**src/rtl/mips_pkg.sv**
```systemverilog
// Shared definitions for the MIPS pipeline: word width, NOP encoding and PC step.
package mips_pkg;

    localparam int WORD_W = 32;

    typedef logic [WORD_W-1:0] word_t;

    localparam word_t NOP_INSTR = 32'h0000_0000;
    localparam word_t PC_STEP   = 32'd4;

    // Force a fetch address onto a word boundary.
    function automatic word_t word_align(input word_t addr);
        return {addr[WORD_W-1:2], 2'b00};
    endfunction

endpackage

```
**src/rtl/if_id_reg.sv**
```systemverilog
// IF/ID pipeline register: flush beats stall, otherwise load the fetched word.
module if_id_reg
    import mips_pkg::*;
(
    input  logic  clk,
    input  logic  rst_n,
    input  logic  flush,
    input  logic  stall,
    input  word_t instr_in,
    input  word_t pc4_in,
    output word_t instr,
    output word_t pc4,
    output logic  valid
);

    word_t instr_reg;
    word_t pc4_reg;
    logic  valid_reg;

    // Squash to a NOP bubble on flush, hold on stall, else capture the new fetch.
    always_ff @(posedge clk or negedge rst_n) begin
        if (!rst_n) begin
            instr_reg <= NOP_INSTR;
            pc4_reg   <= '0;
            valid_reg <= 1'b0;
        end else if (flush) begin
            instr_reg <= NOP_INSTR;
            pc4_reg   <= '0;
            valid_reg <= 1'b0;
        end else if (!stall) begin
            instr_reg <= instr_in;
            pc4_reg   <= pc4_in;
            valid_reg <= 1'b1;
        end
    end

    assign instr = instr_reg;
    assign pc4   = pc4_reg;
    assign valid = valid_reg;

endmodule

```
**src/rtl/if_stage.sv**
```systemverilog
// Instruction-fetch stage: PC register, next-PC selection, IF/ID register and fetch counters.
module if_stage
    import mips_pkg::*;
#(
    parameter word_t RESET_PC = 32'h0000_0000
) (
    input  logic  clk,
    input  logic  rst_n,
    input  logic  stall,
    input  logic  flush,
    input  logic  branch_taken,
    input  word_t branch_target,
    input  logic  jump,
    input  word_t jump_target,
    input  word_t imem_rdata,
    output word_t imem_addr,
    output word_t pc,
    output word_t if_id_pc4,
    output word_t if_id_instr,
    output logic  if_id_valid,
    output word_t fetch_count,
    output logic  misaligned
);

    word_t pc_reg;
    word_t pc_next;
    word_t pc4;
    word_t redirect_target;
    logic  redirect;
    logic  flush_eff;
    logic  accept_fetch;
    word_t fetch_count_reg;
    logic  misaligned_reg;

    assign pc4       = pc_reg + PC_STEP;
    // A stalled ID stage re-resolves its branch next cycle, so redirects are ignored under stall.
    assign redirect  = (jump | branch_taken) & ~stall;
    // The instruction fetched alongside an accepted redirect is wrong-path and must be dropped.
    assign flush_eff = flush | redirect;
    assign accept_fetch = ~flush_eff & ~stall;

    // Jump has priority over branch when both resolve in the same cycle.
    always_comb begin
        redirect_target = branch_target;
        if (jump) begin
            redirect_target = jump_target;
        end
    end

    // Next-PC priority: stall hold, then redirect (word-aligned), then sequential.
    always_comb begin
        pc_next = pc4;
        if (stall) begin
            pc_next = pc_reg;
        end else if (redirect) begin
            pc_next = word_align(redirect_target);
        end
    end

    // Program counter register.
    always_ff @(posedge clk or negedge rst_n) begin
        if (!rst_n) begin
            pc_reg <= RESET_PC;
        end else begin
            pc_reg <= pc_next;
        end
    end

    // Count every real instruction that enters IF/ID; wraps naturally.
    always_ff @(posedge clk or negedge rst_n) begin
        if (!rst_n) begin
            fetch_count_reg <= '0;
        end else if (accept_fetch) begin
            fetch_count_reg <= fetch_count_reg + 32'd1;
        end
    end

    // Sticky flag for an accepted redirect whose target was not word aligned.
    always_ff @(posedge clk or negedge rst_n) begin
        if (!rst_n) begin
            misaligned_reg <= 1'b0;
        end else if (redirect && (redirect_target[1:0] != 2'b00)) begin
            misaligned_reg <= 1'b1;
        end
    end

    if_id_reg u_if_id_reg (
        .clk      (clk),
        .rst_n    (rst_n),
        .flush    (flush_eff),
        .stall    (stall),
        .instr_in (imem_rdata),
        .pc4_in   (pc4),
        .instr    (if_id_instr),
        .pc4      (if_id_pc4),
        .valid    (if_id_valid)
    );

    assign pc          = pc_reg;
    assign imem_addr   = pc_reg;
    assign fetch_count = fetch_count_reg;
    assign misaligned  = misaligned_reg;

endmodule

```
**config.mk**
```make
export PLATFORM = sky130hd
export DESIGN_NAME = if_stage
export DESIGN_NICKNAME = d
export VERILOG_FILES = /design/src/rtl/mips_pkg.sv /design/src/rtl/if_id_reg.sv /design/src/rtl/if_stage.sv
export SDC_FILE = /design/constraint.sdc
export NUM_CORES = 1
export LEC_CHECK = 0
export CORE_MARGIN = 3
export CORE_UTILIZATION = 45
export CTS_CLUSTER_DIAMETER = 50
export DETAILED_ROUTE_END_ITERATION = 8
export GPL_ROUTABILITY_DRIVEN = 0
export GPL_TIMING_DRIVEN = 0
export PLACE_DENSITY = 0.81
export SYNTH_ARGS = -nofsm -noshare
export SYNTH_HDL_FRONTEND = slang
export SYNTH_HIERARCHICAL = 1
export SYNTH_SLANG_ARGS = --single-unit
export TNS_END_PERCENT = 5
```
**constraint.sdc**
```tcl
create_clock -name clk -period 2.45 [get_ports clk]
set_input_delay 0.49 -clock clk [delete_from_list [all_inputs] [get_ports clk]]
set_output_delay 0.49 -clock clk [all_outputs]
set_load 0.01 [all_outputs]
```
## Word-level counts from Yosys, hierarchy flattened

Index checks and enable logic that the tools add are counted.

| word-level totals | value |
|---|---|
| register bits after elaboration | 130 |
| output and inout bits | 162 |
| logic and storage cells | 25 |

| operators by class | value |
|---|---|
| add/subtract/negate cells | 2 |
| equality and inequality tests | 1 |
| multiplexer cells | 8 |
| bitwise gates (word level) | 6 |
| reduce and logical (&&, ||, !) cells | 2 |

Operators with widths:

| cell | count |
|---|---|
| 32-bit 2-to-1 mux | 6 |
| 32-bit by 1-bit adder with 32-bit output, second input constant | 1 |
| 32-bit by 3-bit adder with 32-bit output, second input constant | 1 |
| 1-bit bitwise AND | 2 |
| 1-bit 2-to-1 mux | 2 |
| 2-bit by 1-bit inequality test with 1-bit output, second input constant | 1 |
| 1-bit NOT | 2 |
| 1-bit OR | 2 |
| 2-bit nonzero test | 1 |
| 1-bit logical AND | 1 |

## Logic depth before layout (Yosys ltp)

Gate-level depths: netlist (run 1).

| logic depth | value |
|---|---|
| depth in word-level cells | 5 |
| mapped depth | 8 |
| gate-level depth less buffers | 7 |

## Hierarchy

The synthesis (run 1) kept the hierarchy.

Modules (own cells, without submodules):

| module | instances | cells an instance | area an instance (um^2) |
|---|---|---|---|
| if_stage | 1 | 511 | 4544.4 |
| if_id_reg | 1 | 209 | 2638.8 |

## Worst setup path before layout (run 1)

OpenSTA, ideal clock, no wires.

| timing | value |
|---|---|
| path type | in2reg |
| start point | in jump |
| end point | reg u_if_id_reg.instr_reg[0] (netlist: u_if_id_reg/instr[0]) |
| setup time | 132 ps |
| data arrival time | 1879 ps |
| required time | 2318 ps |
| path slack | 439 ps |
| stages on the path | 8 |
| cell sequence | buf_2 -> or2_1 -> buf_2 -> buf_1 -> a21o_1 -> buf_2 -> clkbuf_1 -> nor2_1 |

| between the ends | value |
|---|---|
| word-level cells in the longest chain between the ends | 4 |
| elaborated cells between the ends (all ways) | 5 |
| those cells by class | eq/ne (1); mux (1); bitwise (3) |

RTL lines:

| what | RTL line | RTL |
|---|---|---|
| start: declaration | if_stage.sv:13 | `input logic jump,` |
| 1-bit OR * | if_stage.sv:37 | `assign redirect = (jump \| branch_taken) & ~stall;` |
| 1-bit bitwise AND * | if_stage.sv:37 |  |
| 1-bit OR * | if_stage.sv:39 | `assign flush_eff = flush \| redirect;` |
| net flush_eff | if_stage.sv:30 | `logic flush_eff;` |
| 2-bit by 1-bit inequality test with 1-bit output (no source line) or 32-bit 2-to-1 mux (tied branches) | n/a |  |
| end signal: assignment | if_id_reg.sv:31 | `instr_reg <= instr_in;` |
| end: declaration | if_id_reg.sv:16 | `word_t instr_reg;` |

Mark *: on every way through the listed nets, which the timed path passes. The rest lies on a longest branch.
A chain may end at the register's enable or synchronous reset.

## Final worst setup path (run 1)

| timing | value |
|---|---|
| start point | in stall |
| end point | reg u_if_id_reg.instr_reg[1] (netlist: u_if_id_reg/instr[1]) |

| between the ends | value |
|---|---|
| word-level cells in the longest chain between the ends | 4 |
| elaborated cells between the ends (all ways) | 5 |
| those cells by class | eq/ne (1); mux (1); bitwise (3) |

RTL lines:

| what | RTL line | RTL |
|---|---|---|
| start: declaration | if_stage.sv:9 | `input logic stall,` |
| 1-bit NOT * | if_stage.sv:37 |  |
| 1-bit bitwise AND * | if_stage.sv:37 |  |
| 1-bit OR * | if_stage.sv:39 |  |
| net flush_eff | if_stage.sv:30 |  |
| 2-bit by 1-bit inequality test with 1-bit output (no source line) or 32-bit 2-to-1 mux (tied branches) | n/a |  |

Marked as above.

==> results.toml, run 1 <==
[power]
power_frac_clock = 0.412
leakagePower_nw = 4.67
switchingPower_mw = 1.89
seq_power_share = 0.358
vdd_drop_max_mv = 0.462
swShare = 0.273
power_mw = 6.94
power_frac_comb = 0.230
p_per_area_nw_per_um2 = 646
p_int_mw = 5.05

[routing]
drtPass1Iterations = 5
routed-via-count = 6791
drtIter0Drc = 509
drc = 0
ant_nets = 0
postRouteWirelength_um = 23500
vias_per_cell = 5.54
wl_per_cell_um = 19.2

[critical_path]
critical_path_class = "in2reg"
timing.rr.end = "u_if_id_reg/pc4[29]"
cp.depth = 7
path_cells = "clkdlybuf4s50_1 -> inv_1 -> clkbuf_2 -> a21o_1 -> buf_2 -> clkbuf_1 -> nor2_1"
slowest_delay_ns = 0.65
r2r_start = "imem_addr[4]"
ff2ff_setup_slack_ns = 0.18
critPathRequiredTime_ns = 2.72
crit_arrival_ns = 2.66
crit_start = "stall"
crit_buf_inv = 5
crit_end = "u_if_id_reg/instr[1]"
crit_family = "buffers and inverters"
worst-path-max-fanout = 10
cp-end-kind = "register"
r2r_cells = 7
slowest_stage = "clkdlybuf4s50_1"
crit_path_start_kind = "input pin"

[die]
fp-row-count = 45
pin_count = 264
dieWidth_um = 132
die_area_um2 = 17500
die_h_um = 132
start_util = 0.466
core_um2 = 15400

[placed_design]
dp_slack_ns = -0.748
dp_hpwl_um = 17200
port_buffers = 257
placed_cell_area_um2 = 10100

[final_layout]
design_area_um2 = 10800
regArea_um2 = 3200
n_antenna_cell = 0
synthToLayoutAreaGrowth_pct = 49.7
multiInputGateArea_um2 = 3420
utilization = 0.697
fin_nets = 1105
nFillCells = 1250
drive_gt1_frac = 0.109

[grt]
grt.total_usage = 0.268
grt_antenna_before_repair = 0
grt_overflow = 0
grt_max_degree = 66
grt_pass1_wl_um = 37500
grt_pass1_vias = 6763

[clock_network]
clockBufferDepth = 2
cts_max_level = 4
clkSlewWorstSetupHoldPaths_ns = 0.06
clk_latency_ns = 0.41
cts_sinks = 128
cts_tree = "yes"
cts-root-buf = "clkbuf_16"
cts_buffers = 17

[timing]
worst_pin_slew_ns = 0.682
fin_skew_ns = 0.00794
fin_ws_ns = 0.0643
hold_viol_final = 0
max_freq_mhz = 419
setup_viol = 0
rsz0062_at_grt = "true"
period_needed_ns = 2.39
slew_viol_final = 0
slew-limit-headroom = 0.546
fin_crit_sh = 0.974

[synth]
synth_seq_cells = 128
ys.flop_type = "dfrtp_1"
yosys.cell_types.count = 59
syn_area_um2 = 7180
yosysSeqAreaShare = 0.446
syn_avg_cell_area_um2 = 9.98
synthArstFlopShare = 1.00
synth-edff-count = 0
postSynthCellCount = 720
yosysWarnings = 6

[outcome]
status = "complete, no violations"

[run]
cap_violations = 0

[min_path]
hold_class = "in2async"
power groups by stage:
stage / clock network [mW] / registers (mW) / logic (mW)
after detailed placement: 0 / 2.52 / 1.59
after global placement: 0 / 2.51 / 1.56
after CTS: 2.90 / 2.48 / 1.60
final: 2.86 / 2.48 / 1.60
after global routing: 2.99 / 2.51 / 1.71
after floorplan: 0 / 2.53 / 0.683
worst register-to-register path, cell delays in order, from the launching register on:
cell	delay [ns]
dfrtp_1	0.41
buf_2	0.22
nand3_1	0.36
nor4_4	0.57
nand3_1	0.23
xnor2_1	0.18
mux2i_1	0.13
nor2_1	0.05
timing repair:
item	4_1_cts	5_1_grt
setup endpoints to repair	60	40
gates resized for setup	2	7
setup buffers	0	0
hold buffers	0	0
worst min path at each step:
stage | cells past startpoint | start | endpoint | slack [ns]
finish | 1 | rst_n | u_if_id_reg/pc4[0] | 0.05
CTS | 1 | rst_n | u_if_id_reg/pc4[0] | 0.07
global placement | 1 | fetch_count[31] | fetch_count[31] | 0.46
global route | 1 | rst_n | u_if_id_reg/pc4[0] | 0.09
floorplan | 0 | rst_n | fetch_count[0] | 0.19
detailed placement | 1 | fetch_count[31] | fetch_count[31] | 0.47
cell usage in the layout (no fill, tap or decap), types with 15 or more instances in the layout:
master / netlist / final
a21oi_1: 16 / 16
buf_4: 39 / 39
clkbuf_1: 19 / 15
clkbuf_16: 0 / 17
clkdlybuf4s50_1: 0 / 256
dfrtp_1: 128 / 128
mux2i_1: 70 / 70
nand2_1: 34 / 34
nand3_1: 21 / 21
nand4_1: 32 / 32
nor2_1: 88 / 88
nor3_1: 17 / 17
o21ai_0: 19 / 19
xnor2_1: 45 / 45
cells by family (layout without fill, tap and decap cells):
kind of cell,count (synthesis),in the layout,synth area share
buffers and inverters,94,383,0.0819
muxes,71,71,0.0991
other,1,6,0.000522
and+or+nand+nor,261,261,0.195
AOI/OAI and AO/OA,105,105,0.103
adders and majority gates,2,2,0.00348
xor gates and xnor gates,58,58,0.0707
DFF,128,128,0.446
metrics by stage:
stage,setup TNS (ns),hold WS (ns),std cells
finish,0,0.0461,1225
global route,-0.704,0.0859,1225
CTS,0,0.0666,1225
detailed placement,-43.24,0.469,1194
global placement,-603.39,0.465,1193
floorplan,0,0.194,725
Yosys cell counts (8+ instances only):
cell type | instances | area [µm²]
mux2i_1 | 70 | 701
nand3_1 | 21 | 105
o21ai_0 | 19 | 95.1
clkbuf_1 | 19 | 71.3
buf_2 | 13 | 65.1
and4_1 | 8 | 70.1
nand4_1 | 32 | 200
and3_1 | 11 | 68.8
nor2_1 | 88 | 330
and2_1 | 9 | 56.3
xnor2_1 | 45 | 394
nand2_1 | 34 | 128
a22oi_1 | 9 | 67.6
xor2_1 | 13 | 114
dfrtp_1 | 128 | 3200
or3_1 | 8 | 50.1
buf_4 | 39 | 293
nor4_1 | 11 | 68.8
nor3_1 | 17 | 85.1
a21oi_1 | 16 | 80.1
inv_1 | 8 | 30.0
layout make-up:
| type | count | share of cell area |
|---|---|---|
| plain buffers | 85 | 0.0521 |
| clock buffers | 21 | 0.0438 |
| clock inverters | 11 | 0.0187 |
| inverters | 8 | 0.00279 |
| multi-input cells | 503 | 0.318 |
| flip-flops and latches | 128 | 0.298 |
| well taps | 211 | 0.0246 |
| repair buffers | 258 | 0.242 |
per-layer routing:
layer	vias to the layer above	global-route usage	wire, µm
met2	357	0.430	11100
met4	0	0.0872	507
met1	3276	0.359	9900
met5	-	0	0
met3	39	0.0656	2020
li1	3119	-	-
(Power assumes the default switching activity.)
==> run 2: changes to the inputs <==
clock period = 2.5 ns   (was 2.45 ns; I/O delays follow)
==> run 2 against run 1 <==
Compared with the run above:
- combinational power shrank 3%
- critical path type unchanged
- core utilization is essentially flat
- die area is the same
- largest power group unchanged
- non-clock buffer count is the same
- count of clock-buffer cells in the layout is the same
- highest routed layer unchanged
- largest cell class unchanged
- sequential cell count is the same
- global-route usage is the same
- critical path depth is the same
==> results.toml, run 2 (synthesis results as in run 1) <==
[outcome]
status = "complete, no violations"

[placed_design]
dp_hpwl_um = 17200
placed_cell_area_um2 = 10100
port_buffers = 257

[routing]
wl_per_cell_um = 19.2
ant_nets = 0
vias_per_cell = 5.54
drtPass1Iterations = 5
routed-via-count = 6792
drc = 0
postRouteWirelength_um = 23500
drtIter0Drc = 508

[die]
dieWidth_um = 132
die_h_um = 132
pin_count = 264
core_um2 = 15400
die_area_um2 = 17500
fp-row-count = 45
start_util = 0.466

[grt]
grt_pass1_vias = 6763
grt_antenna_before_repair = 0
grt_max_degree = 66
grt_overflow = 0
grt.total_usage = 0.268
grt_pass1_wl_um = 37500

[power]
p_int_mw = 4.95
p_per_area_nw_per_um2 = 633
vdd_drop_max_mv = 0.452
power_frac_comb = 0.230
switchingPower_mw = 1.86
seq_power_share = 0.358
power_frac_clock = 0.412
leakagePower_nw = 4.66
swShare = 0.273

[min_path]
hold_class = "in2async"

[critical_path]
r2r_start = "imem_addr[4]"
critPathRequiredTime_ns = 2.77
crit_arrival_ns = 2.67
crit_path_start_kind = "input pin"
ff2ff_setup_slack_ns = 0.23
crit_start = "stall"
r2r_cells = 7
crit_end = "u_if_id_reg/instr[1]"
worst-path-max-fanout = 10
timing.rr.end = "u_if_id_reg/pc4[29]"
cp-end-kind = "register"
critical_path_class = "in2reg"

[clock_network]
cts_max_level = 4
cts-root-buf = "clkbuf_16"
clk_latency_ns = 0.41
post_cts_resized = 2
ctsHoldBuffers = 0
cts_buffers = 17
postCtsSetupRepairBufs = 0
cts_sinks = 128
clockBufferDepth = 2
clkSlewWorstSetupHoldPaths_ns = 0.06
cts_tree = "yes"

[final_layout]
nFillCells = 1250
design_area_um2 = 10700
most-common-layout-cells = "256 x clkdlybuf4s50_1, 128 x dfrtp_1, 88 x nor2_1"
fin_nets = 1105
drive_gt1_frac = 0.107
utilization = 0.697
final_common_cell = "clkdlybuf4s50_1"
regArea_um2 = 3200
synthToLayoutAreaGrowth_pct = 49.6
multiInputGateArea_um2 = 3420
n_antenna_cell = 0

[timing]
rsz0062_at_grt = "true"
slew_viol_final = 0
setup_viol = 0
hold_viol_final = 0
fin_skew_ns = 0.00794
worst_pin_slew_ns = 0.682
max_freq_mhz = 418
fin_crit_sh = 0.957
period_needed_ns = 2.39
slew-limit-headroom = 0.546

[run]
cap_violations = 0
## run 2: cell count changes in the layout (fill, tap and decap cells not counted)
cell	delta
clkbuf_2	-2
buf_1	+1
clkbuf_1	+1
## run 2: per-layer routing
| layer | GRT usage | part of all wire | wire length [µm] |
|---|---|---|---|
| met1 | 0.359 | 0.42 | 9910 |
| met2 | 0.430 | 0.47 | 11100 |
| met3 | 0.0656 | 0.086 | 2020 |
| met4 | 0.0872 | 0.022 | 507 |
| met5 | 0 | 0 | 0 |
## run 2: metrics by stage
stage | setup TNS, ns | setup WS (ns) | hold slack (ns) | total power [mW] | instances
global placement | -594.33 | -4.32 | 0.465 | 3.99 | 1193
floorplan | 0 | 0.479 | 0.204 | 3.15 | 725
finish | 0 | 0.106 | 0.0561 | 6.80 | 1225
global route | -1.43 | -0.0759 | 0.0959 | 7.07 | 1225
detailed placement | -39.35 | -0.708 | 0.469 | 4.02 | 1194
CTS | 0 | 0.0710 | 0.0766 | 6.84 | 1225
## run 2: cell type report
class,instances,area share
multi-input cells,503,0.318
flip-flops and latches,128,0.298
repair buffers,258,0.242
plain buffers,85,0.0519
clock buffers,21,0.0438
well taps,211,0.0246
clock inverters,11,0.0187
inverters,8,0.00279
## run 2: critical path: stages
cell and delay (ns):
clkdlybuf4s50_1 0.65, inv_1 0.22, clkbuf_2 0.35, a21o_1 0.17, buf_2 0.25, clkbuf_1 0.40, nor2_1 0.11
## run 2: power groups by stage
| stage | clock (mW) | sequential [mW] | combinational, mW |
|---|---|---|---|
| detailed placement | 0 | 2.47 | 1.56 |
| global route | 2.93 | 2.46 | 1.68 |
| global placement | 0 | 2.46 | 1.53 |
| finish | 2.81 | 2.44 | 1.56 |
| floorplan | 0 | 2.48 | 0.669 |
| CTS | 2.84 | 2.43 | 1.57 |
## run 2: worst min path at each step
stage,from,depth (start not counted),endpoint
floorplan,rst_n,0,fetch_count[0]
global placement,fetch_count[31],1,fetch_count[31]
detailed placement,fetch_count[31],1,fetch_count[31]
CTS,rst_n,1,u_if_id_reg/pc4[0]
global route,rst_n,1,u_if_id_reg/pc4[0]
finish,rst_n,1,u_if_id_reg/pc4[0]
